<file path="src/rtl/force_run_accumulator.sv">
// rtl/force_run_accumulator.sv - merges back-to-back force entries per particle id; ACC_SATURATE_EN selects clamping adds
module force_run_accumulator #(
  parameter int ID_W    = 16,
  parameter int FORCE_W = 16,
  parameter int CNT_W   = 4,
  parameter int TIMEOUT = 32
) (
  input  logic                      clk,
  input  logic                      rst,
  input  logic                      buf_empty,
  input  logic [ID_W+3*FORCE_W-1:0] buf_data,
  output logic                      buf_consume,
  input  logic                      flush,
  output logic                      out_valid,
  input  logic                      out_ready,
  output logic [ID_W+3*FORCE_W-1:0] out_data,
  output logic [CNT_W-1:0]          out_count
);
  localparam int DW = ID_W + 3 * FORCE_W;
  localparam int TW = $clog2(TIMEOUT) + 1;
  localparam logic [TW-1:0]    T_LAST   = TW'(TIMEOUT - 1);
  localparam logic [CNT_W-1:0] CNT_MAX  = {CNT_W{1'b1}};
  localparam logic [CNT_W-1:0] CNT_ONE  = CNT_W'(1);

  typedef enum logic {EMPTY, ACCUM} state_t;

  state_t               state_q, state_d;
  logic [ID_W-1:0]      acc_id_q, acc_id_d;
  logic [FORCE_W-1:0]   acc_fx_q, acc_fx_d, acc_fy_q, acc_fy_d, acc_fz_q, acc_fz_d;
  logic [CNT_W-1:0]     cnt_q, cnt_d;
  logic [TW-1:0]        timer_q, timer_d;
  logic                 rd_valid_q, rd_valid_d;
  logic                 out_valid_q, out_valid_d;
  logic [DW-1:0]        out_data_q, out_data_d;
  logic [CNT_W-1:0]     out_count_q, out_count_d;

  logic [ID_W-1:0]      in_id;
  logic [FORCE_W-1:0]   in_fx, in_fy, in_fz;
  logic                 slot_free, merge, take;

  function automatic logic [FORCE_W-1:0] add_f(input logic [FORCE_W-1:0] a, input logic [FORCE_W-1:0] b);
`ifdef ACC_SATURATE_EN
    logic [FORCE_W:0] s;
    s = {a[FORCE_W-1], a} + {b[FORCE_W-1], b};
    if (s[FORCE_W] != s[FORCE_W-1])
      return s[FORCE_W] ? {1'b1, {(FORCE_W-1){1'b0}}} : {1'b0, {(FORCE_W-1){1'b1}}};
    return s[FORCE_W-1:0];
`else
    return a + b;
`endif
  endfunction

  assign in_id = buf_data[DW-1 -: ID_W];
  assign in_fx = buf_data[3*FORCE_W-1 -: FORCE_W];
  assign in_fy = buf_data[2*FORCE_W-1 -: FORCE_W];
  assign in_fz = buf_data[FORCE_W-1:0];

  assign slot_free   = ~out_valid_q | out_ready;
  assign merge       = (state_q == ACCUM) & (in_id == acc_id_q) & (cnt_q != CNT_MAX);
  assign take        = rd_valid_q & ((state_q == EMPTY) | merge | slot_free);
  assign buf_consume = ~buf_empty & (~rd_valid_q | take);

  always_comb begin
    state_d     = state_q;
    acc_id_d    = acc_id_q;
    acc_fx_d    = acc_fx_q;
    acc_fy_d    = acc_fy_q;
    acc_fz_d    = acc_fz_q;
    cnt_d       = cnt_q;
    out_valid_d = out_valid_q;
    out_data_d  = out_data_q;
    out_count_d = out_count_q;
    rd_valid_d  = buf_consume ? 1'b1 : (take ? 1'b0 : rd_valid_q);

    // Clear the handshake first; an emit below may re-arm the slot in the same cycle.
    if (out_valid_q && out_ready) out_valid_d = 1'b0;

    if (take && (state_q == ACCUM) && !merge) begin
      out_valid_d = 1'b1;
      out_data_d  = {acc_id_q, acc_fx_q, acc_fy_q, acc_fz_q};
      out_count_d = cnt_q;
    end

    case (state_q)
      EMPTY: begin
        if (take) begin
          state_d  = ACCUM;
          acc_id_d = in_id;
          acc_fx_d = in_fx;
          acc_fy_d = in_fy;
          acc_fz_d = in_fz;
          cnt_d    = CNT_ONE;
        end
      end
      ACCUM: begin
        if (take && merge) begin
          acc_fx_d = add_f(acc_fx_q, in_fx);
          acc_fy_d = add_f(acc_fy_q, in_fy);
          acc_fz_d = add_f(acc_fz_q, in_fz);
          cnt_d    = cnt_q + CNT_ONE;
        end else if (take) begin
          acc_id_d = in_id;
          acc_fx_d = in_fx;
          acc_fy_d = in_fy;
          acc_fz_d = in_fz;
          cnt_d    = CNT_ONE;
        end else if (!rd_valid_q && ((timer_q == T_LAST) || (flush && buf_empty)) && slot_free) begin
          state_d     = EMPTY;
          out_valid_d = 1'b1;
          out_data_d  = {acc_id_q, acc_fx_q, acc_fy_q, acc_fz_q};
          out_count_d = cnt_q;
        end
      end
      default: state_d = EMPTY;
    endcase

    if (take || (state_q == EMPTY)) timer_d = '0;
    else if (timer_q != T_LAST)     timer_d = timer_q + TW'(1);
    else                            timer_d = timer_q;
  end

  always_ff @(posedge clk) begin
    if (rst) begin
      state_q     <= EMPTY;
      acc_id_q    <= '0;
      acc_fx_q    <= '0;
      acc_fy_q    <= '0;
      acc_fz_q    <= '0;
      cnt_q       <= '0;
      timer_q     <= '0;
      rd_valid_q  <= 1'b0;
      out_valid_q <= 1'b0;
      out_data_q  <= '0;
      out_count_q <= '0;
    end else begin
      state_q     <= state_d;
      acc_id_q    <= acc_id_d;
      acc_fx_q    <= acc_fx_d;
      acc_fy_q    <= acc_fy_d;
      acc_fz_q    <= acc_fz_d;
      cnt_q       <= cnt_d;
      timer_q     <= timer_d;
      rd_valid_q  <= rd_valid_d;
      out_valid_q <= out_valid_d;
      out_data_q  <= out_data_d;
      out_count_q <= out_count_d;
    end
  end

  assign out_valid = out_valid_q;
  assign out_data  = out_data_q;
  assign out_count = out_count_q;
endmodule

</file>
<file path="config.mk">
export PLATFORM = sky130hd
export DESIGN_NAME = force_run_accumulator
export DESIGN_NICKNAME = d
export VERILOG_FILES = /design/src/rtl/force_run_accumulator.sv
export SDC_FILE = /design/constraint.sdc
export NUM_CORES = 1
export LEC_CHECK = 0
export ABC_AREA = 0
export BUFFER_PORTS_ARGS = -buffer_cell sky130_fd_sc_hd__buf_2
export CORE_ASPECT_RATIO = 2
export CORE_MARGIN = 8
export CORE_UTILIZATION = 50
export CTS_CLUSTER_DIAMETER = 150
export DETAILED_ROUTE_END_ITERATION = 7
export PLACE_DENSITY = 0.7
export SYNTH_ARGS = -nofsm -noshare
export SYNTH_HDL_FRONTEND = slang
export SYNTH_SLANG_ARGS = --single-unit
</file>
<file path="constraint.sdc">
create_clock -name clk -period 9.6 [get_ports clk]
set_clock_uncertainty 0.15 [all_clocks]
set_input_delay 2.4 -clock clk [delete_from_list [all_inputs] [get_ports clk]]
set_output_delay 2.4 -clock clk [all_outputs]
set_load 0.1 [all_outputs]
</file>
==> results of run 1 <==
-- final timing paths --
path                start      endpoint  slack (ns)  depth (start not counted)
max          buf_data[55]   buf_consume        2.82                          8
min          out_data[29]  out_data[29]        0.30                          2
max reg2reg      cnt_q[0]  out_data[22]        5.05                         11
min reg2reg  out_data[29]  out_data[29]        0.30                          2
-- flip-flops by register name, summed over array words and instances, names as in the netlist --
name / cells
out_data: 64
acc_fx_q: 16
acc_fy_q: 16
acc_fz_q: 16
acc_id_q: 16
timer_q: 6
cnt_q: 4
out_count: 4
out_valid: 1
rd_valid_q: 1
state_q: 1
-- cells in the final DEF (no fill, tap or decap), types with 4 or more instances in the layout --
cell type	count
nand2_1	230
dfxtp_1	145
buf_2	137
a21oi_1	124
nor2_1	63
ha_1	47
o21ai_0	42
xnor2_1	36
nand3_1	24
inv_1	20
clkbuf_16	17
a211oi_1	15
a31oi_1	14
or3_1	13
a311oi_1	12
xor2_1	11
buf_4	11
nor3_1	10
nand2b_1	9
o21a_1	7
o211ai_1	7
o31ai_1	6
a21o_1	6
o21bai_1	5
nor4b_1	5
o221ai_1	4
and2_1	4
and3_1	4
nand4_1	4
-- synth_stat cells (4+ instances only) --
cell / instances
nand2_1: 230
dfxtp_1: 145
a21oi_1: 124
nor2_1: 64
ha_1: 47
clkbuf_1: 42
o21ai_0: 42
xnor2_1: 36
nand3_1: 24
inv_1: 20
a211oi_1: 15
a31oi_1: 14
or3_1: 13
a311oi_1: 12
xor2_1: 11
buf_2: 10
nand2b_1: 10
nor3_1: 10
o211ai_1: 7
o21a_1: 7
a21o_1: 6
o31ai_1: 6
nor4b_1: 5
o21bai_1: 5
and2_1: 4
and3_1: 4
nand4_1: 4
o221ai_1: 4
-- final cells by class --
class	instances	area (µm²)
Antenna cell	2	5.00
Clock buffer	19	433
Clock inverter	13	163
Fill cell	1474	6120
Inverter	20	75.1
Multi-Input combinational cell	762	4500
Sequential cell	145	2900
Tap cell	198	248
Timing Repair Buffer	148	768
-- kinds of logic (layout without fill, tap and decap cells) --
family	after synthesis	in the layout
XOR/XNOR	47	47
multiplexers	4	4
other	0	2
adder cells (fa/ha/maj)	50	50
buffers and inverters	76	200
flip-flops	145	145
AND/OR/NAND/NOR	386	386
AO/OA/AOI/OAI	275	275
-- power by group through the flow --
stage | registers, mW | logic, mW | clock network (mW)
4_1_cts | 0.636 | 0.216 | 0.690
2_1_floorplan | 0.665 | 0.141 | 0
3_3_place_gp | 0.650 | 0.212 | 0
3_5_place_dp | 0.650 | 0.215 | 0
6_report | 0.637 | 0.216 | 0.679
5_1_grt | 0.639 | 0.238 | 0.713
-- metrics by stage --
step           cells  worst slack [ns]
4_1_cts         1305              2.80
5_1_grt         1307              2.62
3_5_place_dp    1273              2.80
3_3_place_gp    1273              2.89
6_report        1307              2.82
2_1_floorplan    983              2.15
-- metal layers --
metal / GRT usage [%] / routed length (µm) / up-vias
met5: 0 / 9 / -
met4: 13.7 / 927 / 2
met3: 4.79 / 958 / 64
met2: 42.7 / 12000 / 187
met1: 20.6 / 8260 / 3461
li1: - / - / 3667
-- tightest hold or removal path: stages (launching register included) --
cell	delay (ns)
dfxtp_1	0.30
nand2_1	0.05
a21oi_1	0.05
==> results by group, run 1 <==
Clocking
  – CTS clk-pin slew, worst paths: 0.06 ns
  – Post-CTS sizing: 0
  – CTS Sinks: 145
  – Bufs on Longest Clock Path: 2
  – H-Tree Depth: 4
  – Worst skew pair latency: 0.43 ns
  – Total CTS buffers: 17
  – Clk root buf: clkbuf_16
  – Post-CTS setup buffers: 0
  – Cts hold-fix bufs: 0
  – CTS tree: done

Synthesis
  – Yosys warnings: 0
  – Synthesized area: 0.00770 mm²
  – Synth top area cells: dfxtp_1 38%, nand2_1 11%, a21oi_1 8.1%
  – Adder-Cell Fraction of Synth Area: 8.42%
  – Synth top area share: 37.7%
  – Sequential area share after synthesis: 37.7%
  – Syn Inst Count: 983
  – Main synth FF type: dfxtp_1
  – Distinct cells, synth: 68
  – Synth Area in Simple Gates: 21.7%
  – Async SR Flop Fraction: 0%
  – Cell taking the most area after synthesis: dfxtp_1
  – Synth Area in Compound Gates: 22.2%
  – Post-Synth XOR/XNOR Area: 5.35%
  – Post-synthesis average cell area: 7.83 µm²
  – EDFF count, synth: 0
  – Post-Syn Nets: 1102
  – Mux cell area share after synthesis: 0.552%
  – Yosys reg bits: 145
  – Dominant combinational cell family by area after synthesis: compound AO/OA/AOI/OAI gates

Pwr
  – Net Sw Frac: 27.4%
  – Clock power share: 44.3%
  – Total Power: 1.53 mW
  – IR Drop Worst-Case VDD: 0.115 mV
  – Seq pwr share: 41.6%
  – Lkg Pwr: 3.71 nW
  – P_sw: 420 µW
  – Int Power: 1.11 mW
  – Comb power frac: 14.1%
  – Power per cell area: 168 mW/mm²

Status
  – Status: complete, no violations

Finish
  – Area growth, synth to finish: 18.0%
  – Core Util, Final: 59.7%
  – Post-route cell area: 0.00909 mm²
  – Nets@finish: 1213
  – Layout cells sized above 1: 17.8%

Timing
  – Clock period minus worst slack: 6.78 ns
  – Fin crit share: 70.6%
  – Unrepaired setup endpoints after global routing: no
  – Worst relative slew slack: 44.4%
  – Slew @ Worst Pin: 0.832 ns
  – Final setup violating endpoints: 0
  – Final Slew Violations: 0
  – Hold Fails Final Rpt: 0
  – Setup TNS: 0 ns
  – Fmax: 148 MHz
  – Fin Hold WS: 0.300 ns

Routing
  – DR WL/cell: 17.0 µm
  – Vias: 7381
  – DR iter-0 viols: 339
  – Detailed-route DRC error count: 0
  – Drt pass-1 iters: 4
  – Post-route ant nets: 0
  – Total Routed Length: 22200 µm
  – Via density: 5.65

Global route
  – Largest net degree at the start of global routing: 75
  – Vias in the first global route: 7615
  – Remaining global-route overflow: 0
  – Initial antenna violation count: 3
  – GRT Total Usage: 22.2%
  – First-pass GRT wire length: 35900 µm

Placed design
  – Gp weighted congestion: 0.860
  – PortBufs: 138
  – Hpwl dp: 15800 µm
  – Dpl cell area: 0.00849 mm²

Worst setup path
  – WP data required: 7.05 ns
  – CP max stage delay: 0.46 ns
  – Crit path top cell by count: buf_2
  – Worst Path Buf+Inv: 3
  – Critical path class: in2out
  – Worst path top cell family by delay: buffers and inverters
  – CP cell instances: buf_2 > xnor2_1 > nand4_1 > nor3_1 > nand2_1 > buf_4 > a31oi_1 > buf_2
  – Max FO, Critical Path: 21
  – Critical Path Sink Type: output port
  – WP data arrival: 4.23 ns
  – CP max stage cell: buf_2
  – Crit start category: input port

Die
  – Site Rows: 64
  – Core footprint: 0.0152 mm²
  – Num ports: 139
  – Die width: 104 µm
  – Chip height: 192 µm
  – Die ar.: 0.0199 mm²
  – Initial Util: 50.6%

Hold path
  – Hold Crit Class: reg2reg

Job
  – Max cap viols: 0
Power figures use the tool's default switching activity.
==> run 2, diff against run 1 <==
clock period = 6.3 ns   (was 9.6 ns; I/O delays follow)
==> run 2 against run 1 <==
  * Wire length is 0.87% lower
  * Largest cell class unchanged
  * Hold slack improved by 0.0031 ns
  * Core utilization grew 0.20 points
  * Via count is essentially flat
  * Final cell count stayed put
  * Sequential share of layout area fell by 0.11 points
  * Die area stayed put
  * First-iteration DRC count decreased by 17%
  * Combinational power grew 52%
  * Count of clock-buffer cells in the layout is 2 lower
  * Highest routed layer unchanged
  * Non-clock buffer count up 1
  * Sequential cell count did not move
==> results by group, run 2 (synthesized netlist as in run 1, its figures left out) <==
Timing
  – Clock period minus worst slack: 4.77 ns
  – Slew @ Worst Pin: 0.920 ns (+0.0878 ns)
  – Final Slew Violations: 0 (unchanged)
  – Worst relative slew slack: 38.7% (-5.7 points)
  – Fin crit share: 75.8%
  – Fmax: 209 MHz
  – Setup TNS: 0 ns (unchanged)
  – Hold Fails Final Rpt: 0 (unchanged)
  – Final setup violating endpoints: 0 (unchanged)
  – Unrepaired setup endpoints after global routing: no

Die
  – Die width: 104 µm (unchanged)
  – Site Rows: 64 (unchanged)
  – Chip height: 192 µm (unchanged)
  – Die ar.: 0.0199 mm² (unchanged)
  – Core footprint: 0.0152 mm² (unchanged)
  – Num ports: 139 (unchanged)
  – Initial Util: 50.6% (unchanged)

Clocking
  – CTS Sinks: 145 (unchanged)
  – Bufs on Longest Clock Path: 2 (unchanged)
  – CTS tree: done
  – Cts hold-fix bufs: 0 (unchanged)
  – H-Tree Depth: 4 (unchanged)
  – Post-CTS setup buffers: 0 (unchanged)
  – Post-CTS sizing: 0 (unchanged)
  – Clk root buf: clkbuf_16
  – Worst skew pair latency: 0.43 ns (about the same)
  – CTS clk-pin slew, worst paths: 0.06 ns (about the same)
  – Total CTS buffers: 17 (unchanged)

Global route
  – First-pass GRT wire length: 35500 µm (-0.96%)
  – Largest net degree at the start of global routing: 86 (+15%)
  – Remaining global-route overflow: 0 (unchanged)
  – Vias in the first global route: 7476 (-1.8%)
  – Initial antenna violation count: 3 (unchanged)
  – GRT Total Usage: 21.8% (-0.31 points)

Worst setup path
  – Stages on worst setup path: 7 (-1)
  – WP data arrival: 3.05 ns (-1.18 ns)
  – Worst R2R Start: cnt_q[0]
  – Crit path top cell by count: buf_2
  – Worst path top cell family by delay: simple AND/OR/NAND/NOR gates
  – Critical Path Start: buf_data[52]
  – Worst Path Buf+Inv: 2 (-1)
  – CP max stage cell: buf_2
  – Critical Path Sink Type: output port
  – CP cell instances: buf_2 > xnor2_1 > nand4_1 > nor3_2 > nand2_1 > a31oi_1 > buf_2
  – Cell count of the worst reg-to-reg path: 10 (-1)
  – CP max stage delay: 0.44 ns (-0.02 ns)
  – Max FO, Critical Path: 3 (-86%)
  – WP data required: 4.58 ns (-2.47 ns)
  – Crit start category: input port
  – Critical path class: in2out

Pwr
  – Total Power: 2.37 mW (+55%)
  – Lkg Pwr: 3.73 nW (+0.51%)
  – Power per cell area: 260 mW/mm² (+54%)
  – IR Drop Worst-Case VDD: 0.188 mV (+64%)

Routing
  – Total Routed Length: 22000 µm (-0.87%)
  – DR WL/cell: 16.8 µm (-0.87%)
  – Detailed-route DRC error count: 0 (unchanged)
  – DR iter-0 viols: 281 (-17%)
  – Post-route ant nets: 0 (unchanged)
  – Drt pass-1 iters: 5 (+1)
  – Vias: 7378 (-0.041%)
  – Via density: 5.64 (about the same)

Job
  – Max cap viols: 0 (unchanged)

Placed design
  – Gp weighted congestion: 0.863 (+0.41%)
  – Hpwl dp: 15500 µm (-1.6%)
  – PortBufs: 138 (unchanged)

Hold path
  – HP Start: out_data[12]
  – Hold Path Depth: 2 (unchanged)
  – Hold Crit Class: reg2reg

Finish
  – Layout cells sized above 1: 18.1% (+0.25 points)
  – Most frequent cells in the layout: 230 x nand2_1, 145 x dfxtp_1, 137 x buf_2
  – Nets@finish: 1214 (+0.082%)
  – Area growth, synth to finish: 18.4%
  – Largest register FFs: 64 (unchanged)
  – Commonest non-fill, non-tap cell in the layout: nand2_1

Status
  – Status: complete, no violations
## run 2: routing by layer
metal,wire length (µm),up-vias,GRT usage [%]
li1,-,3666,-
met1,8300,3474,20.9
met2,12000,180,42.2
met3,1020,54,4.86
met4,695,4,11.3
met5,16,-,0
## run 2: path summary, 6_finish.rpt
check        slack (ns)            to
min reg2reg        0.30  out_data[12]
max                1.53   buf_consume
min                0.30  out_data[12]
max reg2reg        2.89  acc_fz_q[15]
## run 2: metrics by stage
| stage | area, µm² | util, % | hold slack, ns | instances | setup WS (ns) |
|---|---|---|---|---|---|
| 6_report | 9120 | 59.9 | 0.303 | 1307 | 1.53 |
| 4_1_cts | 9120 | 59.9 | 0.305 | 1306 | 1.47 |
| 5_1_grt | 9120 | 59.9 | 0.321 | 1307 | 1.38 |
| 2_1_floorplan | 7700 | - | 0.287 | 983 | 0.500 |
| 3_3_place_gp | 8500 | 55.8 | 0.288 | 1274 | 1.49 |
| 3_5_place_dp | 8500 | 55.8 | 0.296 | 1274 | 1.48 |
## run 2: worst register-to-register path, cell delays in order (launching register included)
cell and delay (ns):
dfxtp_1 0.34, ha_1 0.24, nand3_1 0.12, nand4_1 0.15, nor3_2 0.34, nand2_1 0.12
buf_4 0.25, a21oi_4 0.53, nand2_1 0.62, o21ai_0 0.35, nor4_1 0.07
## run 2: report_power, final
part	total [mW]	switching, mW	internal (mW)
combinational	0.328	0.203	0.125
sequential	0.970	0.0254	0.945
clock	1.07	0.437	0.636
## run 2: layout make-up
cell class / instances / area (µm²)
Fill cell: 1464 / 6090
Multi-Input combinational cell: 762 / 4500
Sequential cell: 145 / 2900
Timing Repair Buffer: 149 / 776
Clock buffer: 17 / 425
Tap cell: 198 / 248
Clock inverter: 15 / 195
Inverter: 20 / 75.1
Antenna cell: 1 / 2.50
==> run 3, diff against run 2 <==
PLACE_DENSITY = 0.73   (was 0.7)
clock period = 4.25 ns   (was 6.3 ns; I/O delays follow)
==> run 3 against run 2 <==
  * Cell area grew 1.3%
  * First-iteration DRC count up 20%
  * Largest power group unchanged
  * Sequential cell count unchanged
  * Critical path type unchanged
  * Count of clock-buffer cells in the layout unchanged
  * Die area unchanged
  * Setup slack worse by 1.0 ns
  * Non-clock buffer count is 5 higher
  * Wire length is 0.50% higher
  * Hold slack got worse by 0.0040 ns
==> results by group, run 3 (synthesized netlist as in run 1, its figures left out) <==
Status
  – Status: complete, no violations

Die
  – Core footprint: 0.0152 mm² (unchanged)
  – Chip height: 192 µm (unchanged)
  – Die width: 104 µm (unchanged)
  – Num ports: 139 (unchanged)
  – Site Rows: 64 (unchanged)
  – Die ar.: 0.0199 mm² (unchanged)
  – Initial Util: 50.6% (unchanged)

Worst setup path
  – WP data required: 3.04 ns (-1.54 ns)
  – CP max stage cell: nor3_2
  – Max FO, Critical Path: 3 (unchanged)
  – Crit start category: input port
  – CP max stage delay: 0.34 ns (-0.10 ns)
  – WP data arrival: 2.53 ns (-0.52 ns)
  – Critical path class: in2out
  – Critical Path Sink Type: output port
  – CP cell instances: buf_2 > xnor2_1 > nand4_1 > nor3_2 > nand2_1 > a31oi_2 > buf_12

Placed design
  – Gp weighted congestion: 0.888 (+2.8%)
  – Hpwl dp: 15800 µm (+1.7%)
  – PortBufs: 138 (unchanged)
  – Dpl cell area: 0.00859 mm² (+1.1%)

Clocking
  – CTS tree: done
  – Worst skew pair latency: 0.43 ns (about the same)
  – H-Tree Depth: 4 (unchanged)
  – CTS Sinks: 145 (unchanged)
  – Post-CTS sizing: 0 (unchanged)
  – Bufs on Longest Clock Path: 2 (unchanged)
  – Cts hold-fix bufs: 0 (unchanged)
  – Post-CTS setup buffers: 0 (unchanged)
  – Total CTS buffers: 17 (unchanged)
  – CTS clk-pin slew, worst paths: 0.07 ns (about the same)
  – Clk root buf: clkbuf_16

Timing
  – Hold Fails Final Rpt: 0 (unchanged)
  – Fmax: 268 MHz
  – Slew @ Worst Pin: 0.853 ns (-0.0671 ns)
  – Clock period minus worst slack: 3.74 ns
  – Final Slew Violations: 0 (unchanged)
  – Unrepaired setup endpoints after global routing: no
  – Final setup violating endpoints: 0 (unchanged)
  – Worst relative slew slack: 43.0% (+4.3 points)
  – Setup TNS: 0 ns (unchanged)
  – Fin crit share: 87.9%

Finish
  – Largest register FFs: 64 (unchanged)
  – Commonest non-fill, non-tap cell in the layout: nand2_1
  – Most frequent cells in the layout: 230 x nand2_1, 145 x dfxtp_1, 136 x buf_2
  – Nets@finish: 1219 (+0.41%)
  – Post-route cell area: 0.00924 mm² (+1.3%)
  – Layout cells sized above 1: 18.5% (+0.46 points)
  – Area growth, synth to finish: 20.0%

Routing
  – Detailed-route DRC error count: 0 (unchanged)
  – Total Routed Length: 22100 µm (+0.50%)
  – Post-route ant nets: 0 (unchanged)
  – DR iter-0 viols: 338 (+20%)
  – Drt pass-1 iters: 5 (unchanged)
  – DR WL/cell: 16.8 µm (about the same)
  – Via density: 5.64 (about the same)
  – Vias: 7413 (+0.47%)

Global route
  – Remaining global-route overflow: 0 (unchanged)
  – First-pass GRT wire length: 35900 µm (+0.99%)
  – Vias in the first global route: 7468 (-0.11%)
  – GRT Total Usage: 22.2% (+0.35 points)
  – Initial antenna violation count: 3 (unchanged)
  – Largest net degree at the start of global routing: 84 (-2.3%)

Hold path
  – Hold Crit Class: reg2reg

Job
  – Max cap viols: 0 (unchanged)

Pwr
  – Lkg Pwr: 3.79 nW (+1.6%)
  – Power per cell area: 386 mW/mm² (+49%)
  – IR Drop Worst-Case VDD: 0.283 mV (+51%)
-- run 3: where the power goes --
part	total (mW)	switching, mW	internal [mW]
Sequential	1.43	0.0350	1.40
Clock	1.64	0.678	0.958
Combinational	0.499	0.306	0.193
Total	3.57	1.02	2.55
-- run 3: metrics by stage --
| step | setup WS [ns] | total power, mW | hold slack, ns | utilization [%] | std cells |
|---|---|---|---|---|---|
| finish | 0.512 | 3.57 | 0.299 | 60.7 | 1314 |
| global route | 0.435 | 3.70 | 0.320 | 60.7 | 1314 |
| CTS | 0.481 | 3.59 | 0.302 | 60.7 | 1311 |
| detailed placement | 0.492 | 1.96 | 0.293 | 56.5 | 1279 |
| global placement | 0.474 | 1.95 | 0.291 | 56.5 | 1279 |
| floorplan | 0.0273 | 1.82 | 0.287 | - | 983 |
-- run 3: area by class of cell --
cell class,count,area [µm²]
fillers,1451,5970
multi-input cells,762,4500
flip-flops and latches,145,2900
repair buffers,154,866
clock buffers,17,425
well taps,198,248
clock inverters,15,214
inverters,20,75.1
diodes,3,7.51
-- run 3: worst paths after layout --
kind	from	to	slack (ns)	cells after the start
worst max register to register	cnt_q[0]	out_data[46]	1.24	11
worst min-delay path	out_data[58]	out_data[58]	0.30	2
worst min register to register	out_data[58]	out_data[58]	0.30	2
worst max-delay path	buf_data[51]	buf_consume	0.51	7
-- run 3: metal layers --
layer | GRT usage, % | up-vias | routed length (µm)
met1 | 21.3 | 3506 | 8250
met3 | 4.59 | 40 | 998
met2 | 43.1 | 192 | 12200
met5 | 0 | - | 0
li1 | - | 3675 | -
met4 | 11.6 | 0 | 632
-- run 3: critical path, delay by kind of cell --
family | cells | cell delay (ns)
xor gates and xnor gates | 1 | 0.13
AOI/OAI and AO/OA | 1 | 0.34
buffers and inverters | 2 | 0.33
and+or+nand+nor | 3 | 0.65
